[config.mk]
export PLATFORM = sky130hd
export DESIGN_NAME = runlength_packer_flat
export DESIGN_NICKNAME = d
export VERILOG_FILES = /design/src/rtl/runlength_packer_pkg.sv /design/src/rtl/runlength_packer_if.sv /design/src/rtl/runlength_out_reg.sv /design/src/rtl/runlength_packer.sv /design/src/flat_wrapper.sv
export SDC_FILE = /design/constraint.sdc
export NUM_CORES = 1
export LEC_CHECK = 0
export CAP_MARGIN = 0
export CORE_ASPECT_RATIO = 1.25
export CORE_MARGIN = 3
export CORE_UTILIZATION = 56
export DETAILED_ROUTE_END_ITERATION = 8
export DONT_BUFFER_PORTS = 1
export PLACE_DENSITY = 0.74
export SLEW_MARGIN = 40
export SYNTH_ARGS = -nofsm -noshare
export SYNTH_HDL_FRONTEND = slang
export SYNTH_SLANG_ARGS = --single-unit
[constraint.sdc]
create_clock -name i_sysclk -period 1.5 [get_ports i_sysclk]
set_input_delay 0.225 -clock i_sysclk [delete_from_list [all_inputs] [get_ports i_sysclk]]
set_output_delay 0.225 -clock i_sysclk [all_outputs]
set_load 0.05 [all_outputs]
[src/rtl/runlength_packer_pkg.sv]
// Shared definitions for the run-length packer and its decoder-side counterpart.
// Contents: packer FSM state encoding, special run values for ZRL/EOB, the default
// block size and the symbol field widths.
package runlength_packer_pkg;

    typedef enum logic [1:0] {
        S_ACCEPT = 2'd0,
        S_ZRL    = 2'd1,
        S_SYM    = 2'd2,
        S_EOB    = 2'd3
    } state_e;

    localparam int unsigned RUN_W            = 4;
    localparam int unsigned IDX_W            = 6;
    localparam int unsigned AMP_W_DEFAULT    = 16;
    localparam int unsigned MCU_SIZE_DEFAULT = 64;

    localparam logic [RUN_W-1:0] ZRL_RUN = 4'd15;
    localparam logic [RUN_W-1:0] EOB_RUN = 4'd0;

endpackage

[src/rtl/runlength_packer_if.sv]
// Coefficient-in / symbol-out handshake bundle for the run-length packer.
//   i_de, i_B, o_ready             : upstream coefficient stream (valid/ready)
//   o_we, o_eob, o_runlength, o_B  : downstream symbol stream, accepted by i_ready
//   o_coef_idx                     : index of the next coefficient expected
// slave is the packer's view; master is the view of whoever drives it.
interface runlength_packer_if
    import runlength_packer_pkg::*;
#(
    parameter int unsigned AMPLITUDE_PRECISION = AMP_W_DEFAULT
);
    logic                           i_de;
    logic [AMPLITUDE_PRECISION-1:0] i_B;
    logic                           o_ready;
    logic                           o_we;
    logic                           o_eob;
    logic [RUN_W-1:0]               o_runlength;
    logic [AMPLITUDE_PRECISION-1:0] o_B;
    logic [IDX_W-1:0]               o_coef_idx;
    logic                           i_ready;

    modport master (
        output i_de, i_B, i_ready,
        input  o_ready, o_we, o_eob, o_runlength, o_B, o_coef_idx
    );

    modport slave (
        input  i_de, i_B, i_ready,
        output o_ready, o_we, o_eob, o_runlength, o_B, o_coef_idx
    );
endinterface

[src/rtl/runlength_out_reg.sv]
// Single-entry symbol holding register with valid/ready on its output side.
//   clk, rst               : clock, synchronous active-high reset
//   load_we/eob/run/b      : next symbol, captured whenever the slot is empty or draining
//   ready                  : downstream accepts the held symbol
//   we, eob, run, b        : held symbol (stable while valid and not accepted)
module runlength_out_reg
    import runlength_packer_pkg::*;
#(
    parameter int unsigned AMPLITUDE_PRECISION = AMP_W_DEFAULT
) (
    input  logic                           clk,
    input  logic                           rst,
    input  logic                           load_we,
    input  logic                           load_eob,
    input  logic [RUN_W-1:0]               load_run,
    input  logic [AMPLITUDE_PRECISION-1:0] load_b,
    input  logic                           ready,
    output logic                           we,
    output logic                           eob,
    output logic [RUN_W-1:0]               run,
    output logic [AMPLITUDE_PRECISION-1:0] b
);
    logic can_load;

    // An empty slot also reloads, so idle cycles clear the symbol fields to zero.
    assign can_load = ~(we | eob) | ready;

    always_ff @(posedge clk) begin
        if (rst) begin
            we  <= 1'b0;
            eob <= 1'b0;
            run <= '0;
            b   <= '0;
        end else if (can_load) begin
            we  <= load_we;
            eob <= load_eob;
            run <= load_run;
            b   <= load_b;
        end
    end
endmodule

[src/rtl/runlength_packer.sv]
// Run-length / amplitude encoder: turns a zig-zag block of quantised coefficients into
// (run, amplitude) symbols, ZRL (15,0) and EOB for the entropy coder.
//   i_sysclk, i_srst : clock, synchronous active-high reset
//   bus (slave)      : coefficient input handshake and symbol output handshake
module runlength_packer
    import runlength_packer_pkg::*;
#(
    parameter int unsigned AMPLITUDE_PRECISION = AMP_W_DEFAULT,
    parameter int unsigned MCU_SIZE            = MCU_SIZE_DEFAULT
) (
    input logic              i_sysclk,
    input logic              i_srst,
    runlength_packer_if.slave bus
);
    state_e                         state_q, state_d;
    logic [IDX_W-1:0]               idx_q, idx_d;
    logic [5:0]                     zrun_q, zrun_d;
    logic [1:0]                     pend_q, pend_d;
    logic [RUN_W-1:0]               run_hold_q, run_hold_d;
    logic [AMPLITUDE_PRECISION-1:0] b_hold_q, b_hold_d;

    logic                           out_busy, out_xfer, acc, last_idx, b_zero;
    logic                           push_we, push_eob;
    logic [RUN_W-1:0]               push_run;
    logic [AMPLITUDE_PRECISION-1:0] push_b;

    assign out_busy = (bus.o_we | bus.o_eob) & ~bus.i_ready;
    assign out_xfer = (bus.o_we | bus.o_eob) & bus.i_ready;
    assign bus.o_ready = (state_q == S_ACCEPT) & ~out_busy;
    assign acc      = bus.i_de & bus.o_ready;
    assign last_idx = (idx_q == IDX_W'(MCU_SIZE - 1));
    assign b_zero   = (bus.i_B == '0);
    assign bus.o_coef_idx = idx_q;

    always_comb begin
        state_d    = state_q;
        idx_d      = idx_q;
        zrun_d     = zrun_q;
        pend_d     = pend_q;
        run_hold_d = run_hold_q;
        b_hold_d   = b_hold_q;
        push_we    = 1'b0;
        push_eob   = 1'b0;
        push_run   = '0;
        push_b     = '0;

        unique case (state_q)
            S_ACCEPT: begin
                if (acc) begin
                    idx_d = last_idx ? '0 : idx_q + 1'b1;
                    if (idx_q == '0) begin
                        // DC always produces a symbol, even when zero.
                        push_we = 1'b1;
                        push_b  = bus.i_B;
                        zrun_d  = '0;
                    end else if (last_idx && b_zero) begin
                        // Trailing zeros collapse into EOB; no ZRL precedes it.
                        push_eob = 1'b1;
                        push_run = EOB_RUN;
                        zrun_d   = '0;
                        state_d  = S_EOB;
                    end else if (b_zero) begin
                        zrun_d = zrun_q + 6'd1;
                    end else if (zrun_q[5:4] == 2'd0) begin
                        push_we  = 1'b1;
                        push_run = zrun_q[3:0];
                        push_b   = bus.i_B;
                        zrun_d   = '0;
                    end else begin
                        // First ZRL goes out now; the rest follow one per transfer.
                        push_we    = 1'b1;
                        push_run   = ZRL_RUN;
                        pend_d     = zrun_q[5:4];
                        run_hold_d = zrun_q[3:0];
                        b_hold_d   = bus.i_B;
                        zrun_d     = '0;
                        state_d    = S_ZRL;
                    end
                end
            end
            S_ZRL: begin
                if (out_xfer) begin
                    push_we = 1'b1;
                    pend_d  = pend_q - 2'd1;
                    if (pend_q == 2'd1) begin
                        push_run = run_hold_q;
                        push_b   = b_hold_q;
                        state_d  = S_SYM;
                    end else begin
                        push_run = ZRL_RUN;
                    end
                end
            end
            S_SYM, S_EOB: begin
                if (out_xfer) begin
                    state_d = S_ACCEPT;
                end
            end
            default: begin
                state_d    = S_ACCEPT;
                idx_d      = '0;
                zrun_d     = '0;
                pend_d     = '0;
                run_hold_d = '0;
                b_hold_d   = '0;
            end
        endcase
    end

    always_ff @(posedge i_sysclk) begin
        if (i_srst) begin
            state_q    <= S_ACCEPT;
            idx_q      <= '0;
            zrun_q     <= '0;
            pend_q     <= '0;
            run_hold_q <= '0;
            b_hold_q   <= '0;
        end else begin
            state_q    <= state_d;
            idx_q      <= idx_d;
            zrun_q     <= zrun_d;
            pend_q     <= pend_d;
            run_hold_q <= run_hold_d;
            b_hold_q   <= b_hold_d;
        end
    end

    runlength_out_reg #(
        .AMPLITUDE_PRECISION(AMPLITUDE_PRECISION)
    ) u_out_reg (
        .clk      (i_sysclk),
        .rst      (i_srst),
        .load_we  (push_we),
        .load_eob (push_eob),
        .load_run (push_run),
        .load_b   (push_b),
        .ready    (bus.i_ready),
        .we       (bus.o_we),
        .eob      (bus.o_eob),
        .run      (bus.o_runlength),
        .b        (bus.o_B)
    );
endmodule

[src/flat_wrapper.sv]
// flat-port wrapper written by rule: the top's interface ports become plain ports
module runlength_packer_flat import runlength_packer_pkg::*;
#(
    parameter int unsigned AMPLITUDE_PRECISION = AMP_W_DEFAULT,
    parameter int unsigned MCU_SIZE            = MCU_SIZE_DEFAULT
)
  (i_sysclk, i_srst, bus_i_de, bus_i_B, bus_i_ready, bus_o_ready, bus_o_we, bus_o_eob, bus_o_runlength, bus_o_B, bus_o_coef_idx);
  runlength_packer_if #(.AMPLITUDE_PRECISION(AMPLITUDE_PRECISION)) bus_i ();
  input logic i_sysclk;
  input logic i_srst;
  input wire logic [$bits(bus_i.i_de)-1:0] bus_i_de;
  input wire logic [$bits(bus_i.i_B)-1:0] bus_i_B;
  input wire logic [$bits(bus_i.i_ready)-1:0] bus_i_ready;
  output wire logic [$bits(bus_i.o_ready)-1:0] bus_o_ready;
  output wire logic [$bits(bus_i.o_we)-1:0] bus_o_we;
  output wire logic [$bits(bus_i.o_eob)-1:0] bus_o_eob;
  output wire logic [$bits(bus_i.o_runlength)-1:0] bus_o_runlength;
  output wire logic [$bits(bus_i.o_B)-1:0] bus_o_B;
  output wire logic [$bits(bus_i.o_coef_idx)-1:0] bus_o_coef_idx;
  assign bus_i.i_de = bus_i_de;
  assign bus_i.i_B = bus_i_B;
  assign bus_i.i_ready = bus_i_ready;
  assign bus_o_ready = bus_i.o_ready;
  assign bus_o_we = bus_i.o_we;
  assign bus_o_eob = bus_i.o_eob;
  assign bus_o_runlength = bus_i.o_runlength;
  assign bus_o_B = bus_i.o_B;
  assign bus_o_coef_idx = bus_i.o_coef_idx;
  runlength_packer #(.AMPLITUDE_PRECISION(AMPLITUDE_PRECISION), .MCU_SIZE(MCU_SIZE)) u_core (.i_sysclk(i_sysclk), .i_srst(i_srst), .bus(bus_i));
endmodule
==> reports/qor.yml, run 1 <==
syn_nets: 318
drive_gt1_frac: 0.321
drc: 0
vias: 2553
drt_iter0_markers: 127
synth_xor_area_frac: 0.0311
hold_viol: 0
worst_slew_pin_slew_ns: 0.437
utilization: 0.812
cts_tree: "built"
critPathMaxStageDelay_ns: 0.40
synthSimpleGateAreaFrac: 0.231
synth_fa_ha_area_frac: 0.0178
seq_area_sq_um: 1190
stdcell_area_sq_um: 3900
synth_area_leaders: "dfxtp_1 41%, nand2b_1 9.6%, mux2i_1 7.8%, o2bb2ai_1 4.7%, a22oi_1 4.3%"
syn_area_sq_um: 2810
ir_worst_vdd_v: 0.000853
gp_congestion: 0.825
cts_htree_levels: 3
cap_viol_max_count: 0
clkLatencyLatePin_ns: 0.35
synth_compound_area_frac: 0.186
violations: "negative setup slack"
p_leak_uw: 0.00148
grt_max_degree: 47
timing.slew.headroom: 0.706
synth-seq-area-share: 0.413
crit_chain: "nor4_4 -> nand2_2 -> a2111oi_4 -> buf_12 -> o2bb2ai_1"
coreArea_sq_um: 4800
cts_buffers: 9
r2r_slack_ns: -0.15
vias_per_cell: 5.84
syn_to_final_growth_pct: 38.6
antenna_found_initial: 0
status: "finished, violations left"
cpMaxStageDelayCell: "a2111oi_4"
post-route-period-util: 1.10
postSynthAreaPerCell_sq_um: 9.57
numPortBuffers: 0
min_period_ns: 1.65
max-clock-path-buffers: 2
drt-total-wl_mm: 7.79
path_class: "register to register"
die_h_um: 85.2
critPathLaunchType: "register"
worstPathArrival_ns: 1.93
synth_cell_types: 45
grt_pass1_vias: 2659
fmax_mhz: 606
track_usage: 0.262
crit_path_end_kind: "register"
slew_viol_final: 0
synth.top_cell.area_share: 0.413
n_antenna_cell: 0
fp-row-count: 28
power_density_nw_per_um2: 901
setup_ws_ns: -0.150
nNetsFinal: 396
path_max_fanout: 16
dieArea_sq_um: 5910
filler_cell_count: 276
required_ns: 1.78
avgRoutedWirePerCell_um: 17.8
clock_skew_ns: 0.0108
grt_pass1_wl_mm: 12.2
cts.sinks: 58
multiInputGateArea_sq_um: 1640
clkTransAtPathRegs_ns: 0.07
hold_ws_ns: 0.0286
cts-root-buf: "clkbuf_8"
synth_cells: 294
yosys.area.top_type: "dfxtp_1"
async_flop_share: 0
dp_hpwl_mm: 4.72
ant_nets: 0
synth_top_family_by_area: "simple AND/OR/NAND/NOR gates"
synth-edff-count: 0
postPlaceCellArea_sq_um: 3370
grt_overflow: 0
ys_seq_elements: 58
synth_top_flop_cell: "dfxtp_1"
die_x_um: 69.4
io_pins: 49
drt-pass1-iter-count: 4
hold_class: "input port to register"
ys_warn_count: 0
start_util: 0.586
finalSetupViolations: 36
rsz0062_at_grt: "true"
synthMuxAreaShare: 0.0783
-- worst max-delay path, delay by kind of cell (launching register included) --
kind / cells / cell delay (ns)
and+or+nand+nor: 2 / 0.51
DFF: 1 / 0.34
AOI/OAI and AO/OA: 2 / 0.52
buffers and inverters: 1 / 0.20
-- timing repair --
| item | CTS | global route |
|---|---|---|
| gates resized for setup | 15 | 14 |
| endpoints found under the hold margin | 27 | 1 |
| hold buffers | 16 | 1 |
| endpoints found under the setup margin | 54 | 58 |
| pin swaps | 9 | 10 |
| setup buffers | 4 | 1 |
-- layer usage --
metal  track usage  vias to the layer above  share of wire
li1              -                     1222              -
met1         0.262                     1247           0.38
met2         0.475                       69           0.54
met3        0.0829                       15          0.048
met4         0.151                        0          0.028
met5             0                        -              0
-- synth_stat cells, drive strengths merged (7+ instances only) --
cell / n
clkbuf: 12
a22oi: 16
nand2b: 43
a21oi: 8
nor2: 13
nor3: 8
mux2i: 22
nand2: 13
xor2: 7
o21ai: 7
o2bb2ai: 16
dfxtp: 58
buf: 7
-- logic make-up after synthesis --
group	count (synthesis)
xor+xnor	10
flops	58
compound gates	67
mux	22
fa+ha+maj	4
simple gates	108
buf+inv	25
-- path summary, 6_finish.rpt --
path                                              start                                    to  depth (start not counted)
hold reg to reg    u_core.u_out_reg.run[3]$_SDFFE_PP0N_  u_core.u_out_reg.run[3]$_SDFFE_PP0N_                          2
setup reg to reg  u_core.bus.o_coef_idx[4]$_SDFFE_PP0P_   u_core.u_out_reg.b[15]$_SDFFE_PP0N_                          5
setup / recovery  u_core.bus.o_coef_idx[4]$_SDFFE_PP0P_   u_core.u_out_reg.b[15]$_SDFFE_PP0N_                          5
hold / removal                               bus_i_B[2]       u_core.b_hold_q[2]$_SDFFE_PP0P_                          2
-- where the power goes --
group / internal [uW] / switching [uW] / total (uW) / leakage [uW]
clock network: 729 / 656 / 1390 / 0.0000987
logic: 241 / 292 / 534 / 0.000909
registers: 1570 / 23.6 / 1590 / 0.000476
-- state kept, by name, indices dropped and copies added, names as in the netlist --
| signal | cells |
|---|---|
| u_core.state_q | 2 |
| u_core.u_out_reg.b | 16 |
| u_core.u_out_reg.eob | 1 |
| u_core.b_hold_q | 16 |
| u_core.zrun_q | 6 |
| u_core.u_out_reg.run | 4 |
| u_core.run_hold_q | 4 |
| u_core.bus.o_coef_idx | 6 |
| u_core.u_out_reg.we | 1 |
| u_core.pend_q | 2 |
-- stage by stage --
stage | power (uW) | cells | worst slack (ns) | setup TNS (ns)
global placement | 2040 | 397 | -0.360 | -10.19
CTS | 3480 | 435 | -0.146 | -3.31
finish | 3510 | 437 | -0.150 | -3.19
global route | 3620 | 437 | -0.220 | -6.36
floorplan | 1930 | 294 | -0.164 | -3.46
detailed placement | 2050 | 399 | -0.258 | -6.92
-- layout by cell type (no fill, tap or decap), types with 6 or more instances in the layout --
master / n
a21oi_1: 8
a22oi_1: 16
buf_12: 6
buf_4: 57
buf_6: 7
clkbuf_8: 12
dfxtp_1: 48
dlygate4sd3_1: 16
inv_1: 6
mux2i_1: 22
nand2_1: 11
nand2b_1: 43
nand4_1: 6
nor2_1: 10
o2bb2ai_1: 15
xor2_1: 7
-- cell type report --
type                    instances  area share
clock inverters                 4     0.00610
flip-flops and latches         58       0.304
multi-input cells             211       0.420
repair buffers                 86       0.202
well taps                      60      0.0193
clock buffers                  12      0.0424
inverters                       6     0.00578
(Power assumes the default switching activity.)
==> run 2, diff against run 1 <==
--- a/config.mk
+++ b/config.mk
@@ -8,10 +8,10 @@
 export CAP_MARGIN = 0
 export CORE_ASPECT_RATIO = 1.25
 export CORE_MARGIN = 3
-export CORE_UTILIZATION = 56
+export CORE_UTILIZATION = 63
 export DETAILED_ROUTE_END_ITERATION = 8
 export DONT_BUFFER_PORTS = 1
-export PLACE_DENSITY = 0.74
+export PLACE_DENSITY = 0.79
 export SLEW_MARGIN = 40
 export SYNTH_ARGS = -nofsm -noshare
 export SYNTH_HDL_FRONTEND = slang
==> constraint.sdc (replaced) <==
create_clock -name i_sysclk -period 1.8 [get_ports i_sysclk]
set_input_delay 0.27 -clock i_sysclk [delete_from_list [all_inputs] [get_ports i_sysclk]]
set_output_delay 0.27 -clock i_sysclk [all_outputs]
set_load 0.05 [all_outputs]
==> run 2 against run 1 <==
Net effect: global-route usage increased by 0.61 points; critical path type unchanged; total power down 15%; the run now ends clean; routed wire length down 13%; largest power group unchanged.
==> reports/qor.yml, run 2 (synthesized netlist as in run 1, its figures left out) <==
fin_setup_tns_ns: 0  # +3.19 ns
postPlaceCellArea_sq_um: 3150  # -6.5%
utilization: 0.823  # +0.0109
die_x_um: 65.8  # -5.2%
rr_startpoint: "u_core.state_q[1]$_SDFFE_PP0P_"
track_usage: 0.268  # +0.00607
grt_pass1_vias: 2400  # -9.7%
final_cell_mix: "51 x dfxtp_1, 43 x nand2b_1, 43 x buf_4"
use_met3: 0.0657  # -0.0172
clkLatencyLatePin_ns: 0.34  # about the same
dieArea_sq_um: 5310  # -10%
rr_worst_depth: 6  # +1
vias_per_cell: 6.20  # +6.2%
crit_chain: "nor3b_4 -> buf_6 -> and2_1 -> nand4_1 -> buf_12 -> a221oi_1"
path_class: "register to register"
drt_iter0_markers: 102  # -20%
io_pins: 49  # unchanged
p_leak_uw: 0.00130  # -12%
p_total_uw: 2990  # -15%
ant_nets: 0  # unchanged
finalSetupViolations: 0  # -100%
status: "finished, final reports clean"
cap_viol_max_count: 0  # unchanged
min_path_cells: 1  # -1
grtUsageMet2: 0.467  # -0.00742
dp_hpwl_mm: 4.47  # -5.3%
cpMaxStageDelayCell: "dfxtp_1"
hold_ws_ns: 0.0143  # -0.0143 ns
hold_viol: 0  # unchanged
antenna_found_initial: 0  # unchanged
grt_use_met1: 0.295  # +0.0327
fmax_mhz: 586  # -3.2%
coreArea_sq_um: 4200  # -13%
cts_htree_levels: 3  # unchanged
min_from: "i_srst"
stdcell_area_sq_um: 3450  # -11%
critPathMaxStageDelay_ns: 0.36  # -0.04 ns
min_to: "u_core.u_out_reg.b[2]$_SDFFE_PP0N_"
drive_gt1_frac: 0.247  # -0.0739
cts-root-buf: "clkbuf_8"
worstPathArrival_ns: 1.95  # +0.02 ns
die_h_um: 80.7  # -5.3%
reg_top3: "u_core.b_hold_q: 16 flops, u_core.u_out_reg.b: 16 flops"
gp_congestion: 0.827  # +0.25%
cp_top_family: "simple AND/OR/NAND/NOR gates"
required_ns: 2.04  # +0.26 ns
min_period_ns: 1.71  # +0.0554 ns
hold_class: "input port to register"
power_density_nw_per_um2: 866  # -3.8%
cts_tree: "built"
n_antenna_cell: 0  # unchanged
multiInputGateArea_sq_um: 1570  # -4.4%
seq_area_sq_um: 1170  # -1.4%
ir_worst_vdd_v: 0.000888  # +4.2%
post-route-period-util: 0.947  # -0.153
avgRoutedWirePerCell_um: 17.1  # -4.0%
grt_overflow: 0  # unchanged
top_usage_layer: "met2"
start_util: 0.670  # +0.0842
filler_cell_count: 262  # -5.1%
path_max_fanout: 10  # -6
cp_num_buf_inv: 2  # +1
clock_skew_ns: 0.00780  # -0.00303 ns
nNetsFinal: 359  # -9.3%
rsz0062_at_grt: "true"
max-clock-path-buffers: 2  # unchanged
timing.slew.headroom: 0.612  # -0.0943
syn_to_final_growth_pct: 22.8
worst_slew_pin_slew_ns: 0.577  # +0.140 ns
r2r_slack_ns: 0.09  # +0.24 ns
critPathLaunchType: "register"
cts.sinks: 58  # unchanged
drt-pass1-iter-count: 5  # +1
mostFrequentLayoutCell: "dfxtp_1"
slew_viol_final: 0  # unchanged
cts_buffers: 9  # unchanged
vias: 2457  # -3.8%
fp-row-count: 26  # -7.1%
numPortBuffers: 0  # unchanged
drc: 0  # unchanged
drt-total-wl_mm: 6.78  # -13%
grt_max_degree: 66  # +40%
grt_pass1_wl_mm: 10.9  # -10%
crit_path_end_kind: "register"
clkTransAtPathRegs_ns: 0.07  # about the same
r2r-end: "u_core.pend_q[1]$_SDFFE_PP0P_"
## run 2: cell types whose count changed in the layout (fill, tap and decap cells not counted), moves of 4 or more
cell | previous run | this run
dlygate4sd3_1 | 16 | 1
buf_6 | 7 | 3
dfxtp_4 | 5 | 0
buf_12 | 6 | 2
buf_4 | 57 | 43
## run 2: worst register-to-register path: stages, from the launching register on
cell      delay [ns]
dfxtp_1         0.36
nor3b_4         0.23
buf_6           0.16
and2_1          0.19
nand4_1         0.19
buf_12          0.20
a221oi_1        0.27
## run 2: worst max-delay path by stage
stage,end,cells past startpoint,startpoint,slack [ns]
final,u_core.pend_q[1]$_SDFFE_PP0P_,6,u_core.state_q[1]$_SDFFE_PP0P_,0.09
after global routing,u_core.pend_q[1]$_SDFFE_PP0P_,6,u_core.state_q[1]$_SDFFE_PP0P_,-0.05
after CTS,u_core.b_hold_q[15]$_SDFFE_PP0P_,5,u_core.state_q[0]$_SDFFE_PP0P_,0.02
after detailed placement,u_core.u_out_reg.b[8]$_SDFFE_PP0N_,5,u_core.bus.o_coef_idx[5]$_SDFFE_PP0P_,-0.14
after global placement,u_core.u_out_reg.b[10]$_SDFFE_PP0N_,4,u_core.bus.o_coef_idx[5]$_SDFFE_PP0P_,-0.19
after floorplan,u_core.u_out_reg.b[13]$_SDFFE_PP0N_,5,u_core.bus.o_coef_idx[4]$_SDFFE_PP0P_,0.07
## run 2: metrics by stage
stage	cells	setup WS, ns
CTS	393	0.0172
finish	396	0.0947
global placement	373	-0.194
floorplan	294	0.0707
detailed placement	375	-0.136
global route	396	-0.0462
## run 2: cell type report
class,instances,area share
Sequential cell,58,0.339
Inverter,6,0.00652
Tap cell,56,0.0203
Timing Repair Buffer,49,0.118
Clock buffer,11,0.0409
Multi-Input combinational cell,211,0.453
Clock inverter,5,0.0225
## run 2: report_power, final
| part | internal [uW] | switching [uW] | total [uW] |
|---|---|---|---|
| Combinational | 120 | 162 | 282 |
| Clock | 812 | 522 | 1330 |
| Sequential | 1310 | 64.0 | 1380 |
| Total | 2240 | 749 | 2990 |
## run 2: what timing repair did
| action | in CTS | in global routing |
|---|---|---|
| gates cloned | 0 | 0 |
| endpoints found under the hold margin | 8 | 0 |
| setup endpoints to repair | 9 | 23 |
| buffers inserted | 1 | 3 |
| hold buffers | 1 | 0 |
| pin swaps | 1 | 4 |
| resized for setup | 0 | 6 |
## run 2: routing by layer
| layer | up-vias | part of all wire |
|---|---|---|
| li1 | 1155 | - |
| met1 | 1183 | 0.40 |
| met2 | 101 | 0.51 |
| met3 | 18 | 0.066 |
| met4 | 0 | 0.021 |
| met5 | - | 0 |
==> run 3, diff against run 2 <==
--- a/config.mk
+++ b/config.mk
@@ -8,11 +8,12 @@
 export CAP_MARGIN = 0
 export CORE_ASPECT_RATIO = 1.25
 export CORE_MARGIN = 3
-export CORE_UTILIZATION = 63
+export CORE_UTILIZATION = 56
 export DETAILED_ROUTE_END_ITERATION = 8
 export DONT_BUFFER_PORTS = 1
-export PLACE_DENSITY = 0.79
+export PLACE_DENSITY = 0.74
 export SLEW_MARGIN = 40
 export SYNTH_ARGS = -nofsm -noshare
 export SYNTH_HDL_FRONTEND = slang
 export SYNTH_SLANG_ARGS = --single-unit
+export TNS_END_PERCENT = 20
==> constraint.sdc (replaced) <==
create_clock -name i_sysclk -period 1.5 [get_ports i_sysclk]
set_input_delay 0.225 -clock i_sysclk [delete_from_list [all_inputs] [get_ports i_sysclk]]
set_output_delay 0.225 -clock i_sysclk [all_outputs]
set_load 0.05 [all_outputs]
==> run 3 against run 2 <==
Net effect: the flow now finishes with violations (negative setup slack); global-route usage down 1.0 points; cell area up 10%; routed wire length up 9.3%; total power up 16%; largest power group unchanged; sequential power up 16%; clock skew down 0.0021 ns; via count up 2.6%; critical endpoint is now u_core.b_hold_q[6]$_SDFFE_PP0P_; non-clock buffer count up 30; flip-flop and latch count unchanged; core utilization down 3.0 points; clock power up 5%.
==> reports/qor.yml, run 3 (synthesized netlist as in run 1, its figures left out) <==
avgRoutedWirePerCell_um: 17.2  # +0.67%
numPortBuffers: 0  # unchanged
cts-root-buf: "clkbuf_8"
track_usage: 0.258  # -0.0104
vias: 2522  # +2.6%
nNetsFinal: 389  # +8.4%
drt-pass1-iter-count: 4  # -1
cts_buffers: 9  # unchanged
vias_per_cell: 5.87  # -5.5%
die_h_um: 85.2  # +5.6%
status: "finished, violations left"
drc: 0  # unchanged
grt_pass1_vias: 2607  # +8.6%
dieArea_sq_um: 5910  # +11%
crit_path_end_kind: "register"
critPathLaunchType: "register"
drive_gt1_frac: 0.292  # +0.0448
post-route-period-util: 1.11  # +0.159
fp-row-count: 28  # +7.7%
rsz0062_at_grt: "true"
drt-total-wl_mm: 7.41  # +9.3%
max-clock-path-buffers: 2  # unchanged
ir_worst_vdd_v: 0.000980  # +10%
worst_slew_pin_slew_ns: 0.408  # -0.169 ns
timing.slew.headroom: 0.725  # +0.113
cts_tree: "built"
setup_ws_ns: -0.159  # -0.254 ns
dpl_worst_slack_ns: -0.158  # -0.0220 ns
cts.sinks: 58  # unchanged
ant_nets: 0  # unchanged
finalSetupViolations: 35  # +35
grt_max_degree: 47  # -29%
path_class: "register to register"
slew_viol_final: 0  # unchanged
power_density_nw_per_um2: 910  # +5.0%
p_leak_uw: 0.00145  # +11%
cap_viol_max_count: 0  # unchanged
reg_top3: "u_core.b_hold_q: 16 flops, u_core.u_out_reg.b: 16 flops"
worstPathArrival_ns: 1.92  # -0.03 ns
min_period_ns: 1.66  # -0.0461 ns
filler_cell_count: 297  # +13%
mostFrequentLayoutCell: "buf_4"
hold_class: "input port to register"
die_x_um: 69.4  # +5.5%
clkTransAtPathRegs_ns: 0.06  # about the same
gp_congestion: 0.865  # +4.6%
clkLatencyLatePin_ns: 0.34  # about the same
start_util: 0.586  # -0.0842
final_cell_mix: "56 x buf_4, 48 x dfxtp_1, 43 x nand2b_1"
dp_hpwl_mm: 4.63  # +3.6%
antenna_found_initial: 0  # unchanged
path_max_fanout: 6  # -4
grt_overflow: 0  # unchanged
coreArea_sq_um: 4800  # +14%
drt_iter0_markers: 101  # -0.98%
grt_pass1_wl_mm: 12.1  # +11%
n_antenna_cell: 0  # unchanged
syn_to_final_growth_pct: 35.3
required_ns: 1.76  # -0.28 ns
fmax_mhz: 603  # +2.8%
cts_htree_levels: 3  # unchanged
hold_ws_ns: 0.0230  # +0.00872 ns
hold_viol: 0  # unchanged
clock_skew_ns: 0.00575  # -0.00205 ns
io_pins: 49  # unchanged
violations: "negative setup slack"
-- run 3: critical path: stages (launching register included) --
cell	delay [ns]
dfxtp_4	0.35
nor4_4	0.36
buf_4	0.17
and2_4	0.16
nor4_4	0.05
buf_4	0.15
buf_12	0.14
mux2i_2	0.19
-- run 3: area by class of cell --
type                            count  area [sq um]  area share
Clock buffer                       15           188      0.0493
Inverter                            6          22.5     0.00592
Timing Repair Buffer               79           726       0.191
Tap cell                           60          75.1      0.0197
Sequential cell                    58          1190       0.312
Clock inverter                      1          5.00     0.00131
Multi-Input combinational cell    211          1600       0.421
-- run 3: through the flow --
step | util | std cells | TNS (ns) | cell area [sq um] | power (uW)
floorplan | - | 294 | -3.94 | 2890 | 1930
CTS | 0.781 | 427 | -1.95 | 3750 | 3450
detailed placement | 0.700 | 394 | -3.45 | 3360 | 2020
finish | 0.793 | 430 | -3.33 | 3810 | 3460
global route | 0.793 | 430 | -6.90 | 3810 | 3570
global placement | 0.700 | 394 | -2.90 | 3360 | 2010
-- run 3: report_power, final --
part | internal (uW) | switching (uW) | leakage [uW]
logic | 203 | 265 | 0.000876
clock network | 790 | 606 | 0.0000989
registers | 1570 | 29.7 | 0.000476
total | 2560 | 901 | 0.00145
-- run 3: repair_timing --
| action | 4_1_cts | 5_1_grt |
|---|---|---|
| hold buffers | 17 | 0 |
| endpoints found under the hold margin | 27 | 0 |
| gates resized for setup | 4 | 5 |
| gates cloned | 0 | 1 |
| endpoints found under the setup margin | 42 | 45 |
| pin swaps | 4 | 3 |
| setup buffers | 0 | 2 |
-- run 3: final timing paths --
check                                          to  depth (start not counted)  slack [ns]                             startpoint
max               u_core.b_hold_q[6]$_SDFFE_PP0P_                          7       -0.16  u_core.bus.o_coef_idx[5]$_SDFFE_PP0P_
min              u_core.b_hold_q[13]$_SDFFE_PP0P_                          2        0.02                            bus_i_B[13]
max reg2reg       u_core.b_hold_q[6]$_SDFFE_PP0P_                          7       -0.16  u_core.bus.o_coef_idx[5]$_SDFFE_PP0P_
min reg2reg  u_core.u_out_reg.run[2]$_SDFFE_PP0N_                          2        0.47   u_core.u_out_reg.run[2]$_SDFFE_PP0N_
-- run 3: routing by layer --
| layer | track usage | share of wire | up-vias |
|---|---|---|---|
| met4 | 0.142 | 0.023 | 0 |
| li1 | - | - | 1210 |
| met1 | 0.291 | 0.42 | 1214 |
| met3 | 0.0711 | 0.053 | 16 |
| met2 | 0.438 | 0.50 | 82 |
| met5 | 0 | 0 | - |
